`src/rtl/bicubic_upsample_sched_pkg.sv`:
```
// Shared definitions for the bicubic upsample scheduler: channel geometry,
// one-hot FSM encoding and FSM helper functions.
// Optional feature macro: BCCI_PERF_CNT_EN (adds busy/stall perf counters).
package bicubic_upsample_sched_pkg;

  localparam int CHANNEL_WIDTH = 8;
  localparam int CHANNEL_NUM   = 3;
  localparam int PERF_CNT_W    = 32;
  localparam int WIN_PIX       = 16;
  localparam int PIX_W         = CHANNEL_NUM * CHANNEL_WIDTH;
  localparam int WIN_W         = WIN_PIX * PIX_W;
  localparam int CORE_W        = WIN_PIX * CHANNEL_WIDTH;

  // One-hot encoding; bits [3:1] double as the channel select vector.
  typedef enum logic [4:0] {
    ST_IDLE = 5'b00001,
    ST_CH0  = 5'b00010,
    ST_CH1  = 5'b00100,
    ST_CH2  = 5'b01000,
    ST_OUT  = 5'b10000
  } state_e;

  function automatic logic [CHANNEL_NUM-1:0] state_ch_sel(input state_e s);
    logic [4:0] v;
    v = s;
    return v[3:1];
  endfunction

  function automatic state_e ch_next(input state_e s);
    case (s)
      ST_CH0:  return ST_CH1;
      ST_CH1:  return ST_CH2;
      default: return ST_OUT;
    endcase
  endfunction

endpackage

```
`src/rtl/bicubic_upsample_sched_ch_slice.sv`:
```
// Combinational gather/scatter between the packed RGB window and the
// single-channel core: picks channel c of all 16 pixels for the core and
// builds the write mask/data that drop the 16 core results into channel c.
module bicubic_upsample_sched_ch_slice
  import bicubic_upsample_sched_pkg::*;
(
  input  logic [CHANNEL_NUM-1:0] ch_sel,
  input  logic [WIN_W-1:0]       win,
  input  logic [CORE_W-1:0]      rsp,
  output logic [CORE_W-1:0]      core_p,
  output logic [WIN_W-1:0]       wr_mask,
  output logic [WIN_W-1:0]       wr_data
);

  // Gather the selected channel and spread core results to every channel lane
  always_comb begin
    core_p  = '0;
    wr_mask = '0;
    wr_data = '0;
    for (int k = 0; k < WIN_PIX; k++) begin
      for (int c = 0; c < CHANNEL_NUM; c++) begin
        core_p[k*CHANNEL_WIDTH +: CHANNEL_WIDTH] =
          core_p[k*CHANNEL_WIDTH +: CHANNEL_WIDTH] |
          ({CHANNEL_WIDTH{ch_sel[c]}} & win[k*PIX_W + c*CHANNEL_WIDTH +: CHANNEL_WIDTH]);
        wr_mask[k*PIX_W + c*CHANNEL_WIDTH +: CHANNEL_WIDTH] = {CHANNEL_WIDTH{ch_sel[c]}};
        wr_data[k*PIX_W + c*CHANNEL_WIDTH +: CHANNEL_WIDTH] = rsp[k*CHANNEL_WIDTH +: CHANNEL_WIDTH];
      end
    end
  end

endmodule

```
`src/rtl/bicubic_upsample_sched.sv`:
```
// Bicubic upsample scheduler: accepts a 4x4 RGB window, runs each colour
// channel through a shared single-channel combinational core on successive
// cycles and presents the gathered 16-pixel RGB result downstream.
// Optional feature macro: BCCI_PERF_CNT_EN adds perf_busy_cnt/perf_stall_cnt.
module bicubic_upsample_sched
  import bicubic_upsample_sched_pkg::*;
(
  input  logic              clk,
  input  logic              rst_n,
  input  logic              bf_req_valid,
  output logic              bcci_req_ready,
  input  logic [WIN_W-1:0]  bf_req_data,
  output logic              core_req_valid,
  output logic [CORE_W-1:0] core_p,
  output logic              core_rsp_ready,
  input  logic              core_rsp_valid,
  input  logic [CORE_W-1:0] core_rsp_data,
  output logic              bcci_rsp_valid,
  output logic [WIN_W-1:0]  bcci_rsp_data,
  input  logic              bf_rsp_ready
`ifdef BCCI_PERF_CNT_EN
  ,
  output logic [PERF_CNT_W-1:0] perf_busy_cnt,
  output logic [PERF_CNT_W-1:0] perf_stall_cnt
`endif
);

  state_e            state_q, state_d;
  logic              init_q, init_d;
  logic [WIN_W-1:0]  win_q, win_d;
  logic [WIN_W-1:0]  out_q, out_d;
  logic [WIN_W-1:0]  wr_mask;
  logic [WIN_W-1:0]  wr_data;

  bicubic_upsample_sched_ch_slice u_slice (
    .ch_sel  (state_ch_sel(state_q)),
    .win     (win_q),
    .rsp     (core_rsp_data),
    .core_p  (core_p),
    .wr_mask (wr_mask),
    .wr_data (wr_data)
  );

  assign bcci_rsp_data = out_q;

  // Next-state, register loads and handshake outputs
  always_comb begin
    state_d        = state_q;
    init_d         = 1'b1;
    win_d          = win_q;
    out_d          = out_q;
    bcci_req_ready = 1'b0;
    core_req_valid = 1'b0;
    core_rsp_ready = 1'b0;
    bcci_rsp_valid = 1'b0;
    case (state_q)
      ST_IDLE: begin
        // init_q keeps ready low until the first clock after reset release
        bcci_req_ready = init_q;
        if (bf_req_valid && init_q) begin
          win_d   = bf_req_data;
          state_d = ST_CH0;
        end
      end
      ST_CH0, ST_CH1, ST_CH2: begin
        core_req_valid = 1'b1;
        core_rsp_ready = 1'b1;
        if (core_rsp_valid) begin
          out_d   = (out_q & ~wr_mask) | (wr_data & wr_mask);
          state_d = ch_next(state_q);
        end
      end
      ST_OUT: begin
        bcci_rsp_valid = 1'b1;
        // A new window can only enter as the current result leaves
        bcci_req_ready = bf_rsp_ready;
        if (bf_rsp_ready) begin
          if (bf_req_valid) begin
            win_d   = bf_req_data;
            state_d = ST_CH0;
          end else begin
            state_d = ST_IDLE;
          end
        end
      end
      default: state_d = ST_IDLE;
    endcase
  end

  // FSM state plus input/output window registers
  always_ff @(posedge clk or negedge rst_n) begin
    if (!rst_n) begin
      state_q <= ST_IDLE;
      init_q  <= 1'b0;
      win_q   <= '0;
      out_q   <= '0;
    end else begin
      state_q <= state_d;
      init_q  <= init_d;
      win_q   <= win_d;
      out_q   <= out_d;
    end
  end

`ifdef BCCI_PERF_CNT_EN
  logic [PERF_CNT_W-1:0] busy_q, busy_d;
  logic [PERF_CNT_W-1:0] stall_q, stall_d;

  // Saturating increments for busy and downstream-stall cycles
  always_comb begin
    busy_d  = busy_q;
    stall_d = stall_q;
    if ((state_q != ST_IDLE) && (busy_q != '1))
      busy_d = busy_q + PERF_CNT_W'(1);
    if (bcci_rsp_valid && !bf_rsp_ready && (stall_q != '1))
      stall_d = stall_q + PERF_CNT_W'(1);
  end

  // Perf counter registers
  always_ff @(posedge clk or negedge rst_n) begin
    if (!rst_n) begin
      busy_q  <= '0;
      stall_q <= '0;
    end else begin
      busy_q  <= busy_d;
      stall_q <= stall_d;
    end
  end

  assign perf_busy_cnt  = busy_q;
  assign perf_stall_cnt = stall_q;
`endif

endmodule

```
`config.mk`:
```
export PLATFORM = sky130hd
export DESIGN_NAME = bicubic_upsample_sched
export DESIGN_NICKNAME = d
export VERILOG_FILES = /design/src/rtl/bicubic_upsample_sched_pkg.sv /design/src/rtl/bicubic_upsample_sched_ch_slice.sv /design/src/rtl/bicubic_upsample_sched.sv
export SDC_FILE = /design/constraint.sdc
export NUM_CORES = 1
export LEC_CHECK = 0
export ABC_AREA = 0
export CORE_AREA = 3 3 400 402
export CTS_BUF_LIST = sky130_fd_sc_hd__clkbuf_2
export DETAILED_ROUTE_END_ITERATION = 8
export DIE_AREA = 0 0 403 405
export GPL_TIMING_DRIVEN = 1
export PLACE_DENSITY_LB_ADDON = 0.05
export SYNTH_ARGS = -nofsm -noshare
export SYNTH_HDL_FRONTEND = slang
export SYNTH_SLANG_ARGS = --single-unit
```
`constraint.sdc`:
```
create_clock -name clk -period 2.2 [get_ports clk]
set_clock_uncertainty 0.1 [all_clocks]
set_input_delay 0.44 -clock clk [delete_from_list [all_inputs] [get_ports clk]]
set_output_delay 0.44 -clock clk [all_outputs]
set_load 0.05 [all_outputs]
```
; Word level (Yosys, flattened, before mapping)
; Cells that the tools add are included.
[op_classes]
eq_ne = 9
muxes = 13
bitwise = 84
reduce_logical = 6
[ops]
columns = cell, n
row1 = 384-bit two-way mux, 3
row2 = 384-bit bitwise AND, 2
row3 = 384-bit case mux with 2 select lines, 1
row4 = 8-bit bitwise AND, 48
row5 = 384-bit inverter, 1
row6 = 384-bit OR, 1
row7 = 8-bit OR, 32
row8 = 5-bit two-way mux, 3
row9 = 5-bit case mux with 3 select lines, 1
row10 = 5-bit case mux with 2 select lines, 1
row11 = 2-bit inequality test (second input constant), 4
row12 = 5-bit by 1-bit equality test with 1-bit output (second input constant), 1
row13 = 5-bit by 2-bit equality test with 1-bit output (second input constant), 1
row14 = 5-bit by 3-bit equality test with 1-bit output (second input constant), 1
row15 = 5-bit by 4-bit equality test with 1-bit output (second input constant), 1
row16 = 5-bit equality test (second input constant), 1
row17 = 4-bit AND reduction, 1
row18 = 3-bit AND reduction, 1
row19 = 3-bit OR reduction, 1
row20 = 1-bit two-way mux, 2
row21 = 2-bit two-way mux, 1
row22 = 1-bit case mux with 2 select lines, 1
row23 = 2-bit AND reduction, 1
row24 = 2-bit nonzero test, 1
row25 = 1-bit logical AND, 1
[word_totals]
register_bits = 774
inputBits = 517
out_inout_bits = 516
word_cells = 116

; Logic depth before layout (Yosys ltp)
; Gate-level depths: netlist of run 1.
[depth]
ltp_word = 4
ltp_mapped = 6
mapped_depth_nobuf = 3

; Cells and area by module
; Synthesis of run 1 repeated with hierarchy kept, for this count alone.
[hier_totals]
cells_unflattened = 3963
area_unflattened_um2 = 39485.4
[modules_own_cells]
columns = mod, n_inst, cells_per_inst, area_per_inst_um2, seq_area_each_um2
row1 = bicubic_upsample_sched, 1, 2897, 31572.8, 19369.8
row2 = bicubic_upsample_sched_ch_slice, 1, 1066, 7912.6, 0.0

; Worst setup path after synthesis of run 1
; No wires, ideal clock.
[synth_path]
path_type = register to output
from = reg state_q[2]
to = out bcci_rsp_valid
arrival_time_ns = 2.288
required_ns = 1.660
slack_ns = -0.628
stages_incl_launch_ff = 4
n_path_buf = 2
cell_sequence = dfrtp_1 -> buf_2 -> clkbuf_1 -> nor4_1
[synth_between]
elab_chain_len = 2
[synth_rtl]
columns = item, line
row1 = from (decl), bicubic_upsample_sched.sv:28  ; state_e state_q, state_d;
row2 = from (signal assigned), bicubic_upsample_sched.sv:98  ; state_q <= state_d;
row3 = 5-bit equality test, bicubic_upsample_sched.sv:56  ; case (state_q)
row4 = 1-bit two-way mux, bicubic_upsample_sched.sv:56
row5 = to (decl), bicubic_upsample_sched.sv:18  ; output logic bcci_rsp_valid,
; Every way passes these cells.

; Worst setup path after layout of run 1
[layout_path]
from = reg state_q[2]
to = out core_p[92]
[layout_between]
elab_chain_len = 3
[layout_rtl]
columns = item, line
row1 = 8-bit bitwise AND, bicubic_upsample_sched_ch_slice.sv:24  ; ({CHANNEL_WIDTH{ch_sel[c]}} & win[k*PIX_W + c*CHANNEL_WIDTH +: CHANNEL_WIDTH]);
row2 = 8-bit OR (2 in series), bicubic_upsample_sched_ch_slice.sv:23  ; core_p[k*CHANNEL_WIDTH +: CHANNEL_WIDTH] |
row3 = to (decl), bicubic_upsample_sched.sv:14  ; output logic [CORE_W-1:0] core_p,
; Every way passes these cells.

==> metrics.txt, run 1 <==
CP endpoint kind=output port; synthesized area per cell=15.7 um^2; Most used DFF post-synth=dfrtp_1; Final period util=169%; Pins Over Slew Limit=0; core area=0.156 mm^2; startpoint of the worst hold path=win_q[304]; clock slew at reported path FFs=0.09 ns; combinational fraction of design power=37.1%; simple-gate share of the synthesized area=0.403%; Syn Std Cell Area=0.0308 mm^2; Via-to-Cell Ratio=4.08; clock insertion delay at the later pin of the skew report=1.52 ns; crit path launch type=flop; GPL Wtd Cong=0.769; # DRC=0; Max clock buf depth=3; main combinational cell family by area after synthesis=multiplexers; cell count after synthesis=1962; status=finished with violations; Sw Ratio=37.1%; Critical Path Fanout Max=8; max-cap check violation count=0; Iter 0 DRT Violations=1154; initial core utilization=19.7%; Area contributors post-synth=dfrtp_1, mux2_2, a222oi_1; number of enable flip-flop cells after synthesis=0; worst hold slack=0.396 ns; Routed Wire Length=149000 um; failing checks=negative setup slack; Synth top area share=62.9%; root buffer cell=clkbuf_2; # fillers=15200; largest net degree at the start of global routing=90; slew margin rel.=32.4%; clk sinks=774; DPL Wire Length=105000 um; Synth area leader=dfrtp_1; worst-margin pin slew=1.01 ns; Final ANT Viol Nets=0; first-pass GRT wire length=206000 um; crit path kind=flop to output port; CTS tree=done; overall power=48.6 mW; per-cell routed wire length=22.5 um; post-synth cell types=32; Die ar.=0.163 mm^2; routed vias=27100; Final setup viols=1052; multi-input logic area=0.0102 mm^2; fmax=0.268 GHz; GRT overflow=0; Req. time, crit path=1.66 ns; Pwr Density=797 mW/mm^2; number of synthesized register bits=774; final worst slack=-1.52 ns; Worst Hold Class=flop to flop; syn_nets=2479; Die Ht=405 um; Final Hold Viols=0; Post-Synth Adder-Cell Area=0%; post-synthesis sequential area ratio=63.0%; crit path DAT=3.18 ns; antenna violations before repair=70; Sw Pwr=18.0 mW; TritonCTS Buffers=226; FP Rows=145; Final #Nets=4896; io pins=1033; mux cell area share after synthesis=28.1%; Int Pwr=30.5 mW; Register Area=0.0194 mm^2; FFs w/ async S/R, synth=100%; number of global-route vias before repair=30000; FF-to-FF Start=state_q[2]; fin util=38.9%; area added between synthesis and finish=98.0%; Period minus WS final=3.72 ns; die width=403 um; Seq pwr share=40.2%; Yosys warnings=0; Max IR drop VDD=0.323 mV; Critical path origin=state_q[2]; clock share of power=22.7%; Total Routing Usage GR=17.4%; leak pwr=28.3 nW; r2r setup slk=-0.44 ns; DR pass1 iterations=6; unrepaired setup endpoints after global routing=yes; H-tree depth=4; XOR/XNOR Fraction of Synth Area=0.0285%; Port Buf Inserts=1032; Synth Area in Compound Gates=4.42%; share of cells above drive strength 1=40.8%
## cells in the final DEF, fill, tap and decap left out, drive strengths merged, types with 2 or more instances in the layout
master         netlist  final
diode                0     49
inv                130    137
clkbuf              41    361
o211ai               2      2
nand3b               3      3
buf                 89    730
mux2               768    768
nand2                2      2
nor2                 3      3
clkinv               0     42
clkdlybuf4s50        0    515
and3b                2      2
nor2b                2      2
a222oi             128    128
bufinv               0      3
dfrtp              773    773
dlygate4sd3          0   1050
o21ai                5      5
## final timing paths
check                      cells past startpoint          to
max in group asynchronous                      7   async pin
min in group asynchronous                      6  win_q[337]
max                                            6  core_p[92]
max reg2reg                                   11        flop
min                                            1  win_q[304]
min reg2reg                                    1  win_q[304]
## final cells by class
cell class / instances / area share (%)
clock inverter: 53 / 0.501
antenna: 49 / 0.201
clock buffer: 338 / 2.78
multi-input combinational: 928 / 16.7
tap: 2058 / 4.23
inverter: 130 / 0.801
timing repair buffer: 2319 / 42.9
sequential: 774 / 31.8
## cells by family (layout without fill, tap and decap cells)
group	after synthesis	after routing
DFF	774	774
muxes	768	768
other	1	50
buffers and inverters	260	2840
and+or+nand+nor	19	19
xor gates and xnor gates	1	1
AOI/OAI and AO/OA	139	139
## routing by layer
layer / wire (um) / vias up / track usage, %
met2: 74600 / 1007 / 30.3
met4: 4610 / 42 / 6.08
met5: 256 / - / 0
met3: 13000 / 297 / 7.41
li1: - / 12200 / -
met1: 56900 / 13600 / 18.8
## repair_timing
item / 4_1_cts / 5_1_grt
endpoints found under the hold margin: 1547 / 0
buffers inserted: 51 / 48
gates cloned: 19 / 24
pin swaps: 40 / 35
setup endpoints to repair: 711 / 982
gates resized for setup: 1850 / 65
hold buffers: 1051 / 0
## worst max-delay path, stage by stage, from the launching register on
cell and delay (ns):
dfrtp_4 0.51, buf_12 0.17, buf_16 0.17, buf_12 0.14, a222oi_1 0.33, inv_1 0.14, buf_12 0.17
## power by group through the flow
stage	logic [mW]	registers, mW	clock network (mW)
2_1_floorplan	4.63	23.4	0
3_3_place_gp	15.4	19.4	0
3_5_place_dp	15.6	19.5	0
4_1_cts	18.0	19.5	11.8
5_1_grt	18.9	19.9	12.6
6_report	18.0	19.5	11.0
## Yosys cell counts, drive strengths merged, types with 2 or more instances
cell / number
and3b: 2
clkbuf: 41
nor2: 3
nand3b: 3
nand2: 2
dfrtp: 773
buf: 89
nor2b: 2
inv: 130
a222oi: 128
mux2: 768
o211ai: 2
o21ai: 5
## stage by stage
step                cell area [um^2]  std cells  setup slack, ns  setup TNS [ns]
detailed placement             45100       5024           -0.309         -151.23
finish                         60900       6649            -1.52         -449.49
global route                   60800       6632            -1.99         -718.06
global placement               45100       5024           -0.305         -161.45
floorplan                      30800       1962           0.0407               0
CTS                            59700       6536            -1.97         -622.31
Power figures use the tool's default switching activity.
==> inputs of run 2 (changes only) <==
--- a/config.mk
+++ b/config.mk
@@ -6,10 +6,12 @@
 export NUM_CORES = 1
 export LEC_CHECK = 0
 export ABC_AREA = 0
-export CORE_AREA = 3 3 400 402
+export CELL_PAD_IN_SITES_DETAIL_PLACEMENT = 1
+export CELL_PAD_IN_SITES_GLOBAL_PLACEMENT = 2
+export CORE_AREA = 5 5 399 401
 export CTS_BUF_LIST = sky130_fd_sc_hd__clkbuf_2
 export DETAILED_ROUTE_END_ITERATION = 8
-export DIE_AREA = 0 0 403 405
+export DIE_AREA = 0 0 404 406
 export GPL_TIMING_DRIVEN = 1
 export PLACE_DENSITY_LB_ADDON = 0.05
 export SYNTH_ARGS = -nofsm -noshare
==> run 2 against run 1 <==
The run still ends with negative setup slack left. Sequential power about the same. Worst hold slack got worse by 0.035 ns. Global-route usage increased by 1.0 points. Clock-buffer cell count decreased by 8. Sequential share of layout area decreased by 0.18 points. Highest routed layer unchanged.
==> metrics.txt, run 2 (synthesized netlist as in run 1, its figures left out) <==
area added between synthesis and finish=99.1%; clock insertion delay at the later pin of the skew report=1.55 ns (+0.03 ns); DR pass1 iterations=5 (-1); Routed Wire Length=155000 um (+3.6%); depth of the most critical reg-to-reg path=10 (-1); CP endpoint kind=output port; largest net degree at the start of global routing=58 (-36%); fmax=0.265 GHz (-1.5%); clk sinks=774 (unchanged); Final ANT Viol Nets=0 (unchanged); first-pass GRT wire length=221000 um (+7.0%); worst-margin pin slew=1.09 ns (+0.0775 ns); Final period util=172% (+2.5 points); share of cells above drive strength 1=41.5% (+0.66 points); io pins=1033 (unchanged); Worst Hold Class=primary input to flop; leak pwr=28.5 nW (+0.81%); antenna violations before repair=83 (+19%); Layout Cells excl Fill=6684 (+0.53%); TNS Setup=-437.46 ns (+12.04 ns); Hold Crit Depth=6 (+5); Via-to-Cell Ratio=4.09 (about the same); Hold Path End=state_q[1]; Total Routing Usage GR=18.4% (+1.0 points); Final Hold Viols=0 (unchanged); Final #Nets=4920 (+0.49%); FF-to-FF Start=state_q[2]; H-tree depth=4 (unchanged); overall power=49.0 mW (+1.0%); unrepaired setup endpoints after global routing=yes; Iter 0 DRT Violations=954 (-17%); crit path launch type=flop; Req. time, crit path=1.66 ns (about the same); TritonCTS Buffers=226 (unchanged); status=finished with violations; Period minus WS final=3.78 ns (+0.0556 ns); Max IR drop VDD=0.330 mV (+2.1%); Final setup viols=1103 (+4.8%); startpoint of the worst hold path=bf_req_valid; final worst slack=-1.58 ns (-0.0556 ns); crit path DAT=3.24 ns (+0.06 ns); max-cap check violation count=0 (unchanged); # fillers=16400 (+7.9%); placed cell count=5068 (+0.88%); Port Buf Inserts=1032 (unchanged); core area=0.155 mm^2 (-0.70%); Pins Over Slew Limit=0 (unchanged); failing checks=negative setup slack; CTS tree=done; per-cell routed wire length=23.1 um (+3.0%); die width=404 um (+0.25%); slew margin rel.=27.3% (-5.2 points); # DRC=0 (unchanged); crit path kind=flop to output port; GRT overflow=0 (unchanged); clock slew at reported path FFs=0.10 ns (about the same); routed vias=27300 (+0.61%); most frequent cells in the layout=dlygate4sd3_1, dfrtp_1, mux2_2, clkdlybuf4s50_1, buf_6; Die ar.=0.164 mm^2 (+0.50%); r2r setup slk=-0.21 ns (+0.23 ns); Max clock buf depth=3 (unchanged); most common cell after layout, fill and taps aside=dlygate4sd3_1; root buffer cell=clkbuf_2; Pwr Density=801 mW/mm^2 (+0.44%); FP Rows=145 (unchanged); Die Ht=406 um (+0.25%); initial core utilization=19.8% (+0.14 points); Critical Path Fanout Max=8 (unchanged); number of global-route vias before repair=31900 (+6.3%); GPL Wtd Cong=0.787 (+2.4%); fin util=39.4% (+0.49 points); DPL Wire Length=112000 um (+6.6%)
## run 2: cell count changes in the layout (fill, tap and decap cells not counted), sizes merged
cell and change:
buf +49, clkbuf -23, dlygate4sd3 -18, diode +11, clkinv +10, bufbuf +8, inv -2
## run 2: worst max path at each step
stage | slack, ns | depth (start not counted) | to | from
after global placement | -0.29 | 8 | flop | core_rsp_valid
after global routing | -2.00 | 6 | core_p[96] | state_q[2]
after detailed placement | -0.30 | 8 | flop | core_rsp_valid
after CTS | -1.95 | 6 | core_p[39] | state_q[1]
after floorplan | 0.04 | 6 | core_rsp_ready | state_q[2]
final | -1.58 | 6 | core_p[122] | state_q[2]
## run 2: routing by layer
layer,track usage [%],share of wire [%]
met1,19.1,36
met2,32.8,51
met3,8.16,9.3
met4,6.88,3.9
met5,0,0.17
## run 2: report_power, final
part / switching [mW] / internal [mW]
Clock: 6.67 / 4.37
Sequential: 2.12 / 17.5
Combinational: 9.58 / 8.85
Total: 18.4 / 30.7
## run 2: critical path, stage by stage, from the launching register on
cell	delay, ns
dfrtp_4	0.52
buf_16	0.18
buf_12	0.17
clkbuf_16	0.17
a222oi_1	0.32
inv_1	0.14
buf_12	0.17
## run 2: metrics by stage
| step | area, um^2 | hold slack, ns | setup WS (ns) |
|---|---|---|---|
| detailed placement | 45800 | 0.276 | -0.300 |
| CTS | 60600 | 0.0190 | -1.95 |
| finish | 61200 | 0.361 | -1.58 |
| global route | 61200 | 0.0345 | -2.00 |
| floorplan | 30800 | 0.0444 | 0.0407 |
| global placement | 45800 | 0.276 | -0.289 |
## run 2: timing repair
item	4_1_cts	5_1_grt
hold buffers	1033	0
gates cloned	24	9
gates resized for setup	1723	21
setup buffers	64	43
endpoints found under the hold margin	1547	0
endpoints found under the setup margin	755	1253
pin swaps	107	27
## run 2: cell type report
| class | instances | area, um^2 | share of cell area, % |
|---|---|---|---|
| antenna | 60 | 150 | 0.245 |
| clock buffer | 330 | 1650 | 2.70 |
| clock inverter | 61 | 337 | 0.550 |
| inverter | 130 | 493 | 0.805 |
| multi-input combinational | 928 | 10200 | 16.7 |
| sequential | 774 | 19400 | 31.7 |
| tap | 2058 | 2570 | 4.21 |
| timing repair buffer | 2343 | 26400 | 43.2 |
